File: src/rtl/envelope_gen.sv
// ---------------------------------------------------------------------------
// envelope_gen -- ADSR amplitude envelope applied to a tone-generator sample.
//
// A gate-driven ATTACK/DECAY/SUSTAIN/RELEASE state machine steps an unsigned
// envelope level once per prescaler tick. The incoming signed sample is
// scaled by that level and registered toward the mixer.
//
// Ports:
//   clk_in        in   system clock
//   reset         in   synchronous active-high reset
//   gate          in   note on (level-sensitive)
//   attack_rate   in   level increment per tick (low ENV_W bits)
//   decay_rate    in   level decrement per tick in DECAY (low ENV_W bits)
//   sustain_level in   hold level (low ENV_W bits)
//   release_rate  in   level decrement per tick in RELEASE (low ENV_W bits),
//                      or shift amount in [3:0] for the exponential tail
//   sig_in        in   signed tone sample
//   sig_out       out  scaled sample, registered (1-cycle latency)
//   env_level     out  current envelope level
//   busy          out  high while the envelope is not IDLE
//
// Build option:
//   ENV_EXP_RELEASE_EN  defined: RELEASE step = max(1, level >> release_rate[3:0])
//                       undefined: linear RELEASE step = release_rate
// ---------------------------------------------------------------------------

package sysPKG;
  localparam int unsigned CLK_FREQ = 50_000_000;
endpackage

package regPKG;
  typedef logic [31:0] reg_data_t;
endpackage

package synthPKG;
  typedef logic signed [15:0] synth_sig;
endpackage

module envelope_gen #(
  parameter int unsigned CLK_FREQ = sysPKG::CLK_FREQ,
  parameter int unsigned TICK_DIV = CLK_FREQ / 48000,
  parameter int unsigned ENV_W    = 16
) (
  input  logic                clk_in,
  input  logic                reset,
  input  logic                gate,
  input  regPKG::reg_data_t   attack_rate,
  input  regPKG::reg_data_t   decay_rate,
  input  regPKG::reg_data_t   sustain_level,
  input  regPKG::reg_data_t   release_rate,
  input  synthPKG::synth_sig  sig_in,
  output synthPKG::synth_sig  sig_out,
  output logic [ENV_W-1:0]    env_level,
  output logic                busy
);

  localparam int unsigned SIG_W  = $bits(synthPKG::synth_sig);
  localparam int unsigned REG_W  = $bits(regPKG::reg_data_t);
  localparam int unsigned PROD_W = SIG_W + ENV_W + 1;
  localparam int unsigned DIV_W  = (TICK_DIV > 1) ? $clog2(TICK_DIV) : 1;
  localparam logic [ENV_W-1:0] LVL_MAX = '1;

  typedef enum logic [2:0] {
    ST_IDLE,
    ST_ATTACK,
    ST_DECAY,
    ST_SUSTAIN,
    ST_RELEASE
  } state_t;

  state_t             r_state;
  state_t             w_state_nxt;
  logic [ENV_W-1:0]   r_level;
  logic [ENV_W-1:0]   w_level_nxt;
  logic               r_gate_d;
  logic [DIV_W-1:0]   r_div;
  synthPKG::synth_sig r_sig_out;

  logic               w_tick;
  logic               w_rise;
  logic               w_fall;
  logic [ENV_W-1:0]   w_atk;
  logic [ENV_W-1:0]   w_dec;
  logic [ENV_W-1:0]   w_sus;
  logic [ENV_W:0]     w_atk_sum;
  logic [ENV_W:0]     w_dec_floor;
  logic [ENV_W-1:0]   w_rel_step;
  logic               w_rel_zero;

  logic signed [PROD_W-1:0] w_sig_ext;
  logic signed [PROD_W-1:0] w_lvl_ext;
  logic signed [PROD_W-1:0] w_prod;
  logic                     w_unused;

  // Free-running tick prescaler
  assign w_tick = (r_div == DIV_W'(TICK_DIV - 1));

  always_ff @(posedge clk_in) begin
    if (reset || w_tick) begin
      r_div <= '0;
    end else begin
      r_div <= r_div + 1'b1;
    end
  end

  assign w_rise = gate & ~r_gate_d;
  assign w_fall = ~gate & r_gate_d;

  assign w_atk = attack_rate[ENV_W-1:0];
  assign w_dec = decay_rate[ENV_W-1:0];
  assign w_sus = sustain_level[ENV_W-1:0];

  // One extra bit so the attack sum cannot wrap and sustain+decay cannot
  // overflow; level - decay <= sustain is tested as level <= sustain + decay.
  assign w_atk_sum   = {1'b0, r_level} + {1'b0, w_atk};
  assign w_dec_floor = {1'b0, w_sus} + {1'b0, w_dec};

`ifdef ENV_EXP_RELEASE_EN
  logic [ENV_W-1:0] w_rel_shr;
  assign w_rel_shr  = r_level >> release_rate[3:0];
  assign w_rel_step = (w_rel_shr == '0) ? ENV_W'(1) : w_rel_shr;
  // Shift of 0 makes the step equal to the level, so it ends in one tick.
  assign w_rel_zero = (r_level <= w_rel_step);
  assign w_unused   = ^{attack_rate[REG_W-1:ENV_W], decay_rate[REG_W-1:ENV_W],
                        sustain_level[REG_W-1:ENV_W], release_rate[REG_W-1:4],
                        w_prod[PROD_W-1:ENV_W+SIG_W], w_prod[ENV_W-1:0]};
`else
  assign w_rel_step = release_rate[ENV_W-1:0];
  assign w_rel_zero = (w_rel_step == '0) || (r_level <= w_rel_step);
  assign w_unused   = ^{attack_rate[REG_W-1:ENV_W], decay_rate[REG_W-1:ENV_W],
                        sustain_level[REG_W-1:ENV_W], release_rate[REG_W-1:ENV_W],
                        w_prod[PROD_W-1:ENV_W+SIG_W], w_prod[ENV_W-1:0]};
`endif

  // Next state / next level. Gate edges pre-empt the tick update so that a
  // coinciding edge and tick only change state, never the level.
  always_comb begin
    w_state_nxt = r_state;
    w_level_nxt = r_level;
    if (w_rise) begin
      w_state_nxt = ST_ATTACK;
    end else if (w_fall && (r_state == ST_ATTACK || r_state == ST_DECAY ||
                            r_state == ST_SUSTAIN)) begin
      w_state_nxt = ST_RELEASE;
    end else if (w_tick) begin
      case (r_state)
        ST_IDLE: begin
          w_level_nxt = '0;
        end
        ST_ATTACK: begin
          if (w_atk == '0 || w_atk_sum >= {1'b0, LVL_MAX}) begin
            w_level_nxt = LVL_MAX;
            w_state_nxt = ST_DECAY;
          end else begin
            w_level_nxt = w_atk_sum[ENV_W-1:0];
          end
        end
        ST_DECAY: begin
          if (w_dec == '0 || {1'b0, r_level} <= w_dec_floor) begin
            w_level_nxt = w_sus;
            w_state_nxt = ST_SUSTAIN;
          end else begin
            w_level_nxt = r_level - w_dec;
          end
        end
        ST_SUSTAIN: begin
          w_level_nxt = w_sus;
        end
        ST_RELEASE: begin
          if (w_rel_zero) begin
            w_level_nxt = '0;
            w_state_nxt = ST_IDLE;
          end else begin
            w_level_nxt = r_level - w_rel_step;
          end
        end
        default: begin
          w_level_nxt = '0;
          w_state_nxt = ST_IDLE;
        end
      endcase
    end
  end

  // Signed product of the sample and the zero-extended level; taking bits
  // [ENV_W +: SIG_W] is the arithmetic right shift by ENV_W, truncated.
  assign w_sig_ext = {{(ENV_W + 1){sig_in[SIG_W-1]}}, sig_in};
  assign w_lvl_ext = {{(SIG_W + 1){1'b0}}, r_level};
  assign w_prod    = w_sig_ext * w_lvl_ext;

  always_ff @(posedge clk_in) begin
    if (reset) begin
      r_state   <= ST_IDLE;
      r_level   <= '0;
      r_gate_d  <= 1'b0;
      r_sig_out <= '0;
    end else begin
      r_state   <= w_state_nxt;
      r_level   <= w_level_nxt;
      r_gate_d  <= gate;
      r_sig_out <= w_prod[ENV_W +: SIG_W];
    end
  end

  assign sig_out   = r_sig_out;
  assign env_level = r_level;
  assign busy      = (r_state != ST_IDLE);

endmodule

File: config.mk
export PLATFORM = sky130hd
export DESIGN_NAME = envelope_gen
export DESIGN_NICKNAME = d
export VERILOG_FILES = /design/src/rtl/envelope_gen.sv
export SDC_FILE = /design/constraint.sdc
export NUM_CORES = 1
export LEC_CHECK = 0
export ABC_AREA = 1
export CAP_MARGIN = 20
export CORE_UTILIZATION = 64
export DETAILED_ROUTE_END_ITERATION = 6
export GPL_TIMING_DRIVEN = 0
export PLACE_DENSITY = 0.9
export SETUP_SLACK_MARGIN = 0.15
export SYNTH_ARGS = -nofsm -noshare
export SYNTH_HDL_FRONTEND = slang
export SYNTH_SLANG_ARGS = --single-unit
File: constraint.sdc
create_clock -name clk_in -period 8.9 [get_ports clk_in]
set_input_delay 0.89 -clock clk_in [delete_from_list [all_inputs] [get_ports clk_in]]
set_output_delay 0.89 -clock clk_in [all_outputs]
set_load 0.02 [all_outputs]
== Yosys cells after proc, flatten, opt, wreduce, memory -nomap -nowiden ==
Index checks and enable logic that the tools add are counted.

* Bits in registers: 47
* Bits of input ports: 147
* Output and inout bits: 33
* Word-level logic and storage cells: 71

* Add/subtract/negate cells: 5
* Multiply operators: 1
* Order comparisons: 3
* Eq/ne operators: 16
* Multiplexer cells: 11
* Bitwise logic cells: 7
* Reduce and logical (&&, ||, !) cells: 21

{| class="wikitable"
|+ Operators with widths
! operator !! number
|-
| 16-bit one-hot mux with 4 select lines || 1
|-
| 16-bit zero test || 3
|-
| 16-bit two-way mux || 3
|-
| 16-bit by 16-bit adder with 17-bit output || 2
|-
| 16-bit by 17-bit multiplier with 32-bit output || 1
|-
| 16-bit subtractor || 2
|-
| 17-bit by 16-bit greater-or-equal comparator with 1-bit output, second input constant || 1
|-
| 16-bit by 17-bit <= comparator with 1-bit output || 1
|-
| 16-bit <= comparator || 1
|-
| 3-bit two-way mux || 5
|-
| 5-bit AND reduction || 3
|-
| 3-bit one-hot mux with 4 select lines || 1
|-
| 11-bit by 1-bit adder with 11-bit output, second input constant || 1
|-
| 11-bit == test, second input constant || 1
|-
| 3-bit by 1-bit inequality test with 1-bit output, second input constant || 3
|-
| 4-bit by 2-bit inequality test with 1-bit output, second input constant || 2
|-
| 3-bit by 2-bit == test with 1-bit output, second input constant || 2
|-
| 1-bit logical OR || 6
|-
| 2-bit by 1-bit inequality test with 1-bit output, second input constant || 3
|-
| 3-bit nonzero test || 2
|-
| 1-bit inverter || 5
|-
| 4-bit inequality test, second input constant || 1
|-
| 2-bit OR reduction || 2
|-
| 3-bit by 1-bit == test with 1-bit output, second input constant || 1
|-
| 10 further kinds || 11
|}

== Longest topological paths before layout ==
* Depth after elaboration: 8
* Depth in mapped cells: 27

== Least setup slack after synthesis ==
Ideal clock, no wire load.

* Kind: input to register
* Start point: in sig_in[1]
* End point: reg r_sig_out[12] (netlist: sig_out[12])
* Arrival: 5.943 ns
* Setup slack: 2.844 ns
* Stages on the path: 24
* Path buffers: 2
* Path through: clkbuf_1 -> clkbuf_1 -> nand2_1 -> fa_1 -> fa_1 -> fa_1 -> fa_1 -> inv_1 -> fa_1 -> inv_1 -> fa_1 -> inv_1 -> ha_1 -> a21oi_1 -> o21a_1 -> o21ai_0 -> o21bai_1 -> nor2_1 -> nor3_1 -> nor2_1 -> a21oi_1 -> nand2_1 -> nand2_1 -> nor2_1

* Word-level cells in the longest chain between the ends: 1

{| class="wikitable"
|+ Ends and longest elaborated chain
! item !! RTL line !! RTL
|-
| from (decl) || 51 || <nowiki>input synthPKG::synth_sig sig_in,</nowiki>
|-
| 16-bit by 17-bit multiplier with 32-bit output || 189 || <nowiki>assign w_prod = w_sig_ext * w_lvl_ext;</nowiki>
|-
| to (signal assigned) || 201 || <nowiki>r_sig_out <= w_prod[ENV_W +: SIG_W];</nowiki>
|-
| to (decl) || 77 || <nowiki>synthPKG::synth_sig r_sig_out;</nowiki>
|}

Every way passes these cells.
A chain may end at the register's enable or synchronous reset.

== Worst setup path after layout ==
* Start point: reg r_level[10] (netlist: env_level[10])
* End point: reg r_sig_out[12] (netlist: sig_out[12])

* Word-level cells in the longest chain between the ends: 1

{| class="wikitable"
|+ Ends and longest elaborated chain
! item !! RTL line !! RTL
|-
| from (decl) || 73 || <nowiki>logic [ENV_W-1:0] r_level;</nowiki>
|-
| from (signal assigned) || 199 || <nowiki>r_level <= w_level_nxt;</nowiki>
|-
| 16-bit by 17-bit multiplier with 32-bit output || 189 ||
|}

Every way passes these cells.

==> impl_metrics.env <==
export IMPL_fin_tns_setup_ps=0
export IMPL_syn_mean_instance_area_um2=6.83
export IMPL_first_global_vias=14800
export IMPL_core_region_area_um2=23500
export IMPL_endpoint_of_the_worst_register_to_register_path="sig_out[12]"
export IMPL_crit_chain="clkbuf_1 -> clkbuf_1 -> nand2_1 -> fa_1 -> fa_1 -> fa_1 -> fa_1 -> inv_1 -> fa_1 -> inv_1 -> fa_1 -> inv_1 -> ha_1 -> a21oi_1 -> o21a_1 -> o21ai_0 -> o21bai_1 -> nor2_1 -> nor3_1 -> nor2_1 -> a21oi_1 -> nand2_1 -> nand2_1 -> nor2_1"
export IMPL_p_clk_share_pct=28.5
export IMPL_grt_antenna_before_repair=0
export IMPL_fillers=1969
export IMPL_initial_core_util_pct=65.4
export IMPL_tritoncts="yes"
export IMPL_cp_end_kind="register"
export IMPL_netSwitchingFraction_pct=37.3
export IMPL_hold_path_startpoint="r_div[0]"
export IMPL_finalHoldViolCount=0
export IMPL_synth_async_reset_ratio_pct=0
export IMPL_min_period_over_period_pct=81.5
export IMPL_number_of_levels_the_h_tree_was_split_into=2
export IMPL_max_freq_ghz=0.138
export IMPL_grt_first_pass_wirelength_um=76300
export IMPL_worst_setup_path_start_kind="register"
export IMPL_cts_resized_gates=0
export IMPL_worst_hold_path_endpoint="r_div[0]"
export IMPL_cellLeakagePower_nw=9.62
export IMPL_antenna_cells=0
export IMPL_number_of_antenna_violating_nets_in_the_routed_design=0
export IMPL_rrSetupSlack_ps=1650
export IMPL_commonest_register_cell_after_synthesis="dfxtp_1"
export IMPL_worst_ep_arrival_time_ps=7440
export IMPL_min_path_cells=1
export IMPL_critPathMaxStageDelay_ps=650
export IMPL_yosys_cell_types_count=48
export IMPL_avgViaCountPerCell=5.73
export IMPL_clock_tree_root_cell="clkbuf_16"
export IMPL_post_layout_total_power_mw=0.742
export IMPL_synth_edf_count=0
export IMPL_clk_path_buf_depth=2
export IMPL_initialDrtViolationCount=1526
export IMPL_p_switching_mw=0.277
export IMPL_worst_path_max_delay_cell="dfxtp_1"
export IMPL_ctsHoldBuffers=0
export IMPL_timing_max_cap_violations=0
export IMPL_clock_sink_count=47
export IMPL_crit_required_ps=9090
export IMPL_die_outline_area_um2=24600
export IMPL_share_comb_of_total_power_pct=41.9
export IMPL_post_route_min_period_ps=7250
export IMPL_postRouteWirelength_um=48900
export IMPL_cts_clk_slew_worst_paths_ps=60
export IMPL_postSynthNetCount=2786
export IMPL_cp_common_cell="fa_1"
export IMPL_sequentialPowerShare_pct=29.6
export IMPL_remaining_drc_errors=0
export IMPL_design_portCount=180
export IMPL_synthesis_yosys_warnings=0
export IMPL_internal_power_mw=0.465
export IMPL_layout_drive_gt1_share_pct=3.40
export IMPL_post_cts_buffers=0
export IMPL_grt_total_usage_pct=40.6
export IMPL_routed_via_count=15300
export IMPL_final_nets=2895
export IMPL_clock_insertion_delay_worst_skew_ps=290
export IMPL_vdd_ir_drop_worst_uv=133
export IMPL_gp_congestion=1.04
export IMPL_critical_path_class="reg -> reg"
export IMPL_detailed_place_hpwl_um=41000
export IMPL_synth_cell_area_um2=15300
export IMPL_ys_seq_elements=47
export IMPL_routed_wire_length_per_instance_um=18.3
export IMPL_largest_net_degree_at_the_start_of_global_routing=14
export IMPL_setup_repair_after_global_routing_missed_its_margin="no"
export IMPL_core_rowCount=56
export IMPL_place_port_buffers=101
export IMPL_register_area_share_after_synthesis_pct=6.13
export IMPL_power_density_nw_per_um2=43.9
export IMPL_syn_instance_count=2247
export IMPL_origin_of_the_critical_flop_to_flop_path="env_level[10]"
export IMPL_grt_ovfl_total=0
export IMPL_max_slew_margin_pct=35.8
export IMPL_drt_first_pass_iters=6
export IMPL_chip_height_um=157
export IMPL_highest_fanout_seen_on_the_critical_path=10
export IMPL_die_width_um=157
export IMPL_hold_path_class="reg -> reg"
export IMPL_layout_area_overhead_vs_synth_pct=10.3
export IMPL_drv_slew=0
export IMPL_numCtsBuffers=5
export IMPL_ff2ff_path_depth=24
export IMPL_finClkSkew_ps=11.1
export IMPL_outcome="finished, final reports clean"
export IMPL_timing_final_setup_violations=0
export IMPL_worstMarginPinSlew_ps=955
synthesized netlist by cell type, types with 4 or more instances:
master / instances / area [um^2]
o21ai_0: 56 / 280
ha_1: 195 / 2440
a31oi_1: 11 / 68.8
dfxtp_1: 47 / 941
fa_1: 197 / 3940
nand4_1: 27 / 169
nor4_1: 11 / 68.8
a21boi_0: 4 / 30.0
inv_1: 549 / 2060
a21oi_1: 113 / 566
nor2_2: 8 / 50.1
buf_6: 4 / 45.0
o21a_1: 9 / 67.6
or2_2: 5 / 31.3
o22ai_1: 8 / 50.1
nor2_1: 123 / 462
nand2_1: 551 / 2070
o21bai_1: 6 / 45.0
nand2_2: 13 / 81.3
nand3b_1: 6 / 45.0
clkbuf_1: 68 / 255
xnor2_1: 18 / 158
a21o_1: 7 / 52.6
nor3_1: 24 / 120
a21oi_2: 13 / 114
inv_2: 4 / 15.0
nand3_1: 98 / 490
nand3_2: 16 / 160
xor2_1: 23 / 201
kinds of logic (layout without fill, tap and decap cells):
| group | after synthesis | after routing | share of synthesized area [%] |
|---|---|---|---|
| AO/OA/AOI/OAI | 246 | 246 | 9.33 |
| buffers and inverters | 630 | 739 | 15.7 |
| flip-flops | 47 | 47 | 6.13 |
| AND/OR/NAND/NOR | 890 | 890 | 24.8 |
| adder cells (fa/ha/maj) | 392 | 392 | 41.6 |
| XOR/XNOR | 42 | 42 | 2.45 |
registers in the layout, summed over array words and instances (netlist names):
| register | count |
|---|---|
| r_div | 11 |
| r_state | 3 |
| sig_out | 16 |
| r_gate_d | 1 |
| env_level | 16 |
layout make-up:
type | count | area, um^2 | area share, %
clock buffers | 6 | 129 | 0.762
clock inverters | 1 | 30.0 | 0.177
repair buffers | 102 | 1020 | 6.00
inverters | 553 | 2080 | 12.3
flip-flops and latches | 47 | 941 | 5.56
multi-input cells | 1570 | 12000 | 70.9
well taps | 319 | 399 | 2.36
plain buffers | 77 | 327 | 1.93
metrics by stage:
| stage | hold slack, ps | utilization [%] | cells | area (um^2) | setup slack, ps |
|---|---|---|---|---|---|
| finish | 480 | 72.1 | 2675 | 16900 | 1650 |
| global route | 508 | 72.1 | 2675 | 16900 | 1340 |
| CTS | 491 | 72.1 | 2674 | 16900 | 1800 |
| detailed placement | 476 | 71.4 | 2667 | 16800 | 1840 |
| global placement | 440 | 71.4 | 2667 | 16800 | 1900 |
| floorplan | 430 | - | 2247 | 15300 | 2840 |
worst max-delay path: cells and delay by family, from the launching register on:
| family | cells | cell delay, ps |
|---|---|---|
| AOI/OAI and AO/OA | 5 | 990 |
| and+or+nand+nor | 7 | 860 |
| DFF | 1 | 650 |
| buffers and inverters | 5 | 1250 |
| adders and majority gates | 7 | 3380 |
power by group through the flow:
stage	clock network [mW]	registers, mW	logic (mW)
after global routing	0.220	0.220	0.338
after CTS	0.214	0.220	0.302
after global placement	0	0.224	0.291
final	0.212	0.220	0.311
after floorplan	0	0.229	0.181
after detailed placement	0	0.224	0.299
cells in the final DEF (no fill, tap or decap), types with 3 or more instances in the layout:
cell type / count
a31oi_1: 11
a21oi_1: 113
inv_2: 4
buf_2: 4
nand2_1: 551
o22ai_1: 8
a22oi_1: 3
clkbuf_1: 69
inv_1: 549
a21o_1: 7
nor3_1: 24
nand4_1: 27
nor4_1: 11
nand3b_1: 6
o21a_1: 9
buf_6: 4
o21ai_0: 56
xnor2_1: 18
nand2_2: 13
clkdlybuf4s50_1: 101
o21bai_1: 6
nor2_2: 8
a21oi_2: 13
xor2_1: 23
or2_2: 5
clkbuf_16: 5
fa_1: 197
o21ai_1: 3
nand3_1: 98
dfxtp_1: 47
ha_1: 195
nand3_2: 16
nor2_1: 123
a21boi_0: 4
o211ai_1: 3
worst max path at each step:
stage / from / to / cells past startpoint
6_report: env_level[10] / sig_out[12] / 24
5_1_grt: env_level[10] / sig_out[9] / 23
4_1_cts: env_level[10] / sig_out[13] / 23
3_5_place_dp: sig_in[5] / sig_out[9] / 25
3_3_place_gp: sig_in[1] / sig_out[13] / 23
2_1_floorplan: sig_in[1] / sig_out[12] / 24
layer usage:
layer | vias up | wire, um | GRT usage (%)
met5 | - | 0 | 0
met4 | 0 | 2210 | 17.4
met3 | 161 | 5960 | 9.33
met2 | 929 | 21100 | 61.8
met1 | 7146 | 19700 | 55.1
li1 | 7087 | - | -
Power figures use the tool's default switching activity.
